[src/rtl/mux16_rr_sched_pkg.sv]
// mux_sched_pkg: shared widths and FSM state encoding for the 16-channel mux scheduler
package mux_sched_pkg;
  localparam int N_CH  = 16;
  localparam int SEL_W = 4;
  typedef enum logic [1:0] {IDLE = 2'd0, SETTLE = 2'd1, GRANT = 2'd2} state_e;
endpackage

[src/rtl/mux16_rr_sched_if.sv]
// mux16_rr_sched_if: request/grant bundle between requesters and the mux scheduler
// master drives en/req/mask and observes sel/gnt/valid/busy; slave is the scheduler side
interface mux16_rr_sched_if;
  import mux_sched_pkg::*;
  logic             en;
  logic [N_CH-1:0]  req;
  logic [N_CH-1:0]  mask;
  logic [SEL_W-1:0] sel;
  logic [N_CH-1:0]  gnt;
  logic             valid;
  logic             busy;
  modport master (output en, req, mask, input sel, gnt, valid, busy);
  modport slave  (input en, req, mask, output sel, gnt, valid, busy);
endinterface

[src/rtl/mux16_rr_sched_rr_pick.sv]
// rr_pick: rotated priority encoder, first set bit of r searching upward from ptr+1
// ports: r (effective requests), ptr (last granted index) -> idx (pick), any (r nonzero)
module rr_pick
  import mux_sched_pkg::*;
(
  input  logic [N_CH-1:0]  r,
  input  logic [SEL_W-1:0] ptr,
  output logic [SEL_W-1:0] idx,
  output logic             any
);
  assign any = |r;
  // walk offsets from farthest to nearest so the nearest set bit after ptr wins
  always_comb begin
    idx = '0;
    for (int k = N_CH; k > 0; k--)
      if (r[ptr + SEL_W'(k)]) idx = ptr + SEL_W'(k);
  end
endmodule

[src/rtl/mux16_rr_sched.sv]
// mux16_rr_sched: round-robin owner of a shared 16:1 mux with settle cycle and hold limit
// ports: clk, rst_n (async active-low), bus (slave: en/req/mask in, sel/gnt/valid/busy out)
module mux16_rr_sched
  import mux_sched_pkg::*;
#(
  parameter int MAX_HOLD = 8
) (
  input  logic              clk,
  input  logic              rst_n,
  mux16_rr_sched_if.slave   bus
);
  localparam logic [7:0] HOLD_LAST = 8'(MAX_HOLD - 1);
  state_e           state_q, state_d;
  logic [SEL_W-1:0] sel_q, sel_d, ptr_q, ptr_d, idx;
  logic [N_CH-1:0]  gnt_q, gnt_d, r;
  logic [7:0]       cnt_q, cnt_d;
  logic             valid_q, valid_d, any, hold;
  assign r = bus.req & bus.mask;
  rr_pick u_pick (.r(r), .ptr(ptr_q), .idx(idx), .any(any));
  // hold: current owner still enabled and requesting; a cleared mask bit looks like a release
  always_comb begin
    state_d = state_q;
    sel_d   = sel_q;
    gnt_d   = gnt_q;
    ptr_d   = ptr_q;
    cnt_d   = cnt_q;
    hold    = bus.en && r[sel_q];
    if (state_q == SETTLE) begin
      state_d = hold ? GRANT : IDLE;
      gnt_d   = hold ? gnt_q : '0;
      cnt_d   = '0;
    end else if (state_q == GRANT && hold && cnt_q != HOLD_LAST) begin
      cnt_d = cnt_q + 8'd1;
    end else if (bus.en && any) begin
      state_d = SETTLE;
      sel_d   = idx;
      gnt_d   = N_CH'(1) << idx;
      ptr_d   = idx;
    end else begin
      state_d = IDLE;
      gnt_d   = '0;
    end
    valid_d = state_d == GRANT;
  end
  always_ff @(posedge clk or negedge rst_n) begin
    if (!rst_n) begin
      state_q <= IDLE;
      sel_q   <= '0;
      gnt_q   <= '0;
      ptr_q   <= '1;
      cnt_q   <= '0;
      valid_q <= 1'b0;
    end else begin
      state_q <= state_d;
      sel_q   <= sel_d;
      gnt_q   <= gnt_d;
      ptr_q   <= ptr_d;
      cnt_q   <= cnt_d;
      valid_q <= valid_d;
    end
  end
  assign bus.sel   = sel_q;
  assign bus.gnt   = gnt_q;
  assign bus.valid = valid_q;
  assign bus.busy  = state_q != IDLE;
endmodule

[src/flat_wrapper.sv]
// flat-port wrapper written by rule: the top's interface ports become plain ports
module mux16_rr_sched_flat import mux_sched_pkg::*;
#(
  parameter int MAX_HOLD = 8
)
  (clk, rst_n, bus_en, bus_req, bus_mask, bus_sel, bus_gnt, bus_valid, bus_busy);
  mux16_rr_sched_if bus_i ();
  input  logic clk;
  input  logic rst_n;
  input wire logic [$bits(bus_i.en)-1:0] bus_en;
  input wire logic [$bits(bus_i.req)-1:0] bus_req;
  input wire logic [$bits(bus_i.mask)-1:0] bus_mask;
  output wire logic [$bits(bus_i.sel)-1:0] bus_sel;
  output wire logic [$bits(bus_i.gnt)-1:0] bus_gnt;
  output wire logic [$bits(bus_i.valid)-1:0] bus_valid;
  output wire logic [$bits(bus_i.busy)-1:0] bus_busy;
  assign bus_i.en = bus_en;
  assign bus_i.req = bus_req;
  assign bus_i.mask = bus_mask;
  assign bus_sel = bus_i.sel;
  assign bus_gnt = bus_i.gnt;
  assign bus_valid = bus_i.valid;
  assign bus_busy = bus_i.busy;
  mux16_rr_sched #(.MAX_HOLD(MAX_HOLD)) u_core (.clk(clk), .rst_n(rst_n), .bus(bus_i));
endmodule
[config.mk]
export PLATFORM = sky130hd
export DESIGN_NAME = mux16_rr_sched_flat
export DESIGN_NICKNAME = d
export VERILOG_FILES = /design/src/rtl/mux16_rr_sched_pkg.sv /design/src/rtl/mux16_rr_sched_if.sv /design/src/rtl/mux16_rr_sched_rr_pick.sv /design/src/rtl/mux16_rr_sched.sv /design/src/flat_wrapper.sv
export SDC_FILE = /design/constraint.sdc
export NUM_CORES = 1
export LEC_CHECK = 0
export CAP_MARGIN = 0
export CORE_UTILIZATION = 40
export CTS_CLUSTER_SIZE = 30
export DETAILED_ROUTE_END_ITERATION = 8
export DONT_BUFFER_PORTS = 1
export SLEW_MARGIN = 15
export SYNTH_ARGS = -nofsm -noshare
export SYNTH_HDL_FRONTEND = slang
export SYNTH_SLANG_ARGS = --single-unit
[constraint.sdc]
create_clock -name clk -period 5.4 [get_ports clk]
set_input_delay 1.08 -clock clk [delete_from_list [all_inputs] [get_ports clk]]
set_output_delay 1.08 -clock clk [all_outputs]
set_load 0.05 [all_outputs]
==> results.yml <==
die:
  io-pin-count: 57
  dieArea_mm2: 0.01144
  die_w_um: 107.0
  core.rowCount: 37
  chipHeight_um: 107.0
  start_util_pct: 41.93
  core_area_mm2: 0.01051
drt:
  drt-total-wl_um: 13820
  vias: 4010
  drt-wirelength-per-cell_um: 23.30
  first_iter_violations: 609
  drc: 0
  dr.pass1.iters: 5
  vias_per_cell: 6.762
  drtAntennaViolNets: 0
critical_path:
  cp.depth: 11
  crit_arrival_ns: 4.65
  r2r_start: "u_core.ptr_q[2]"
  r2r_end: "u_core.bus.gnt[1]"
  crit_chain: "inv_2 > ha_1 > inv_2 > mux4_2 > a211oi_1 > a21o_2 > nor3_1 > or3b_4 > a2111oi_4 > o21ai_2 > o41ai_1"
  slowest_delay_ns: 0.72
  worstSetupStartpointType: "flop"
  critPathKind: "flop to flop"
  crit_fanout: 14
  reg2reg_slack_ns: 0.93
  cp.required_ns: 5.57
  crit_family: "compound AO/OA/AOI/OAI gates"
  cp_num_buf_inv: 2
  cpMostUsedCell: "inv_2"
  cp-end-kind: "flop"
  slowest_stage: "ha_1"
  r2r_cells: 11
logic_synthesis:
  synth_edf_count: 0
  async_flop_share_pct: 100.0
  synth.distinct_cells: 73
  synthCells: 469
  ys.flop_type: "dfrtp_1"
  synth_top_area_share_pct: 18.91
  synthTopCellsByArea: "mux4_2 (19%), dfrtp_1 (18%), nand2_1 (5.6%)"
  synth_area_per_cell_um2: 9.396
  synth.ff_latch_count: 35
  ys_seq_area_share_pct: 19.99
  synth_most_common_cell: "nand2_1"
  yosysWarnings: 0
  syn_nets: 512
  synth_area_mm2: 0.004407
  synth_common_cells: "nand2_1 (66), nor2_1 (45), mux4_2 (37)"
  synth_area_leader_cell: "mux4_2"
finish:
  syn_to_final_growth_pct: 4.202
  finalNetCount: 499
  antennaDiodeCount: 0
  drive_gt1_share_pct: 20.13
  fillerInstances: 996
clock_tree:
  clkSlewWorstSetupHoldPaths_ns: 0.08
  clockBufferDepth: 2
  cts_root_buf: "clkbuf_8"
  postCtsSetupBuffers: 0
  cts_resized: 0
  clk_latency_ns: 0.30
  tritoncts: "yes"
  cts_buffers: 5
  cts_hold_buf: 0
  cts_sinks: 35
  cts.htree.levels: 2
global_routing:
  grt_max_degree: 46
  antenna_found_initial: 0
  grt.overflow.total: 0
  grt_usage_pct: 25.06
  grt_pass1_wl_um: 21760
  grt_pass1_vias: 3839
worst_hold_path:
  hold_path.class: "primary input to asynchronous set/reset pin"
status:
  status: "finished clean"
placement:
  io_buffers: 0
  dp_slack_ns: 0.9657
  hpwl_um: 10520
  place_congestion: 0.9531
sta:
  fmax_mhz: 223.5
  relSlewSlack_pct: 44.27
  holdWs_ns: 0.4768
  setup_viol: 0
  fin_worst_skew_ns: 0.008882
  max_slew.worst_pin.slew_ns: 0.8318
  finalWorstSetupSlack_ns: 0.9262
  finalMaxSlewViolations: 0
  fin_crit_ns: 4.474
  timing.final.crit_share_pct: 82.85
  hold_viol: 0
  rsz0062_at_grt: "no"
  fin_setup_tns_ns: 0
job:
  maxCapViolCount: 0
-- worst max-delay path by stage --
stage,from,end
after floorplan,u_core.ptr_q[1],u_core.bus.gnt[11]
after global placement,u_core.ptr_q[2],u_core.bus.sel[1]
after detailed placement,u_core.ptr_q[2],u_core.bus.gnt[7]
after CTS,u_core.ptr_q[2],u_core.bus.gnt[5]
after global routing,u_core.ptr_q[2],u_core.bus.gnt[12]
final,u_core.ptr_q[2],u_core.bus.gnt[1]
-- registers in the layout, summed over array words and instances, names as in the netlist --
signal	cells
u_core.bus.valid	1
u_core.bus.sel	4
u_core.ptr_q	4
u_core.state_q	2
u_core.bus.gnt	16
u_core.cnt_q	8
-- area by class of cell --
cell class / count / area, um^2 / share of cell area, %
Timing Repair Buffer: 7 / 52.55 / 1.144
Clock inverter: 2 / 35.03 / 0.7629
Clock buffer: 6 / 82.58 / 1.798
Multi-Input combinational cell: 396 / 3329 / 72.51
Sequential cell: 35 / 880.8 / 19.18
Inverter: 11 / 41.29 / 0.8992
Tap cell: 136 / 170.2 / 3.706
-- cells in the final DEF, fill, tap and decap left out, types with 6 or more instances in the layout --
master    count
nor2_1       45
mux4_2       37
o41ai_1      13
mux2_2        8
o21a_1        7
mux2i_1      19
o21ai_0      22
clkbuf_8      6
ha_1          8
a21oi_1      15
nor3_1        6
buf_4         7
inv_1         7
a21boi_0      8
and2_1       11
nand2_1      66
dfrtp_1      31
nand4_1       7
xnor2_1      13
xor2_1        8
nand3_1      12
-- metal layers --
layer,GRT usage (%),vias to the layer above,share of wire [%]
met2,38.85,229,46
met4,7.241,0,2.7
met5,0,-,0
met3,4.316,33,8.9
li1,-,1800,-
met1,35.79,1948,43
-- logic make-up (layout without fill, tap and decap cells) --
kind of cell / Yosys count / in the layout / share of synthesized area (%)
xor+xnor: 23 / 23 / 4.912
fa+ha+maj: 8 / 8 / 2.272
buf+inv: 38 / 26 / 4.458
mux: 70 / 70 / 28.19
compound gates: 126 / 126 / 22.12
flops: 35 / 35 / 19.99
simple gates: 169 / 169 / 18.06
-- per-stage QoR --
| step | std cells | util (%) | area (um^2) |
|---|---|---|---|
| 3_5_place_dp | 585 | 42.58 | 4474 |
| 5_1_grt | 593 | 43.70 | 4592 |
| 4_1_cts | 593 | 43.70 | 4592 |
| 3_3_place_gp | 585 | 42.58 | 4474 |
| 2_1_floorplan | 469 | - | 4407 |
| 6_report | 593 | 43.70 | 4592 |
Power is not shown: default switching activity piles up to over one toggle a cycle in this logic, so the estimate is an artifact.
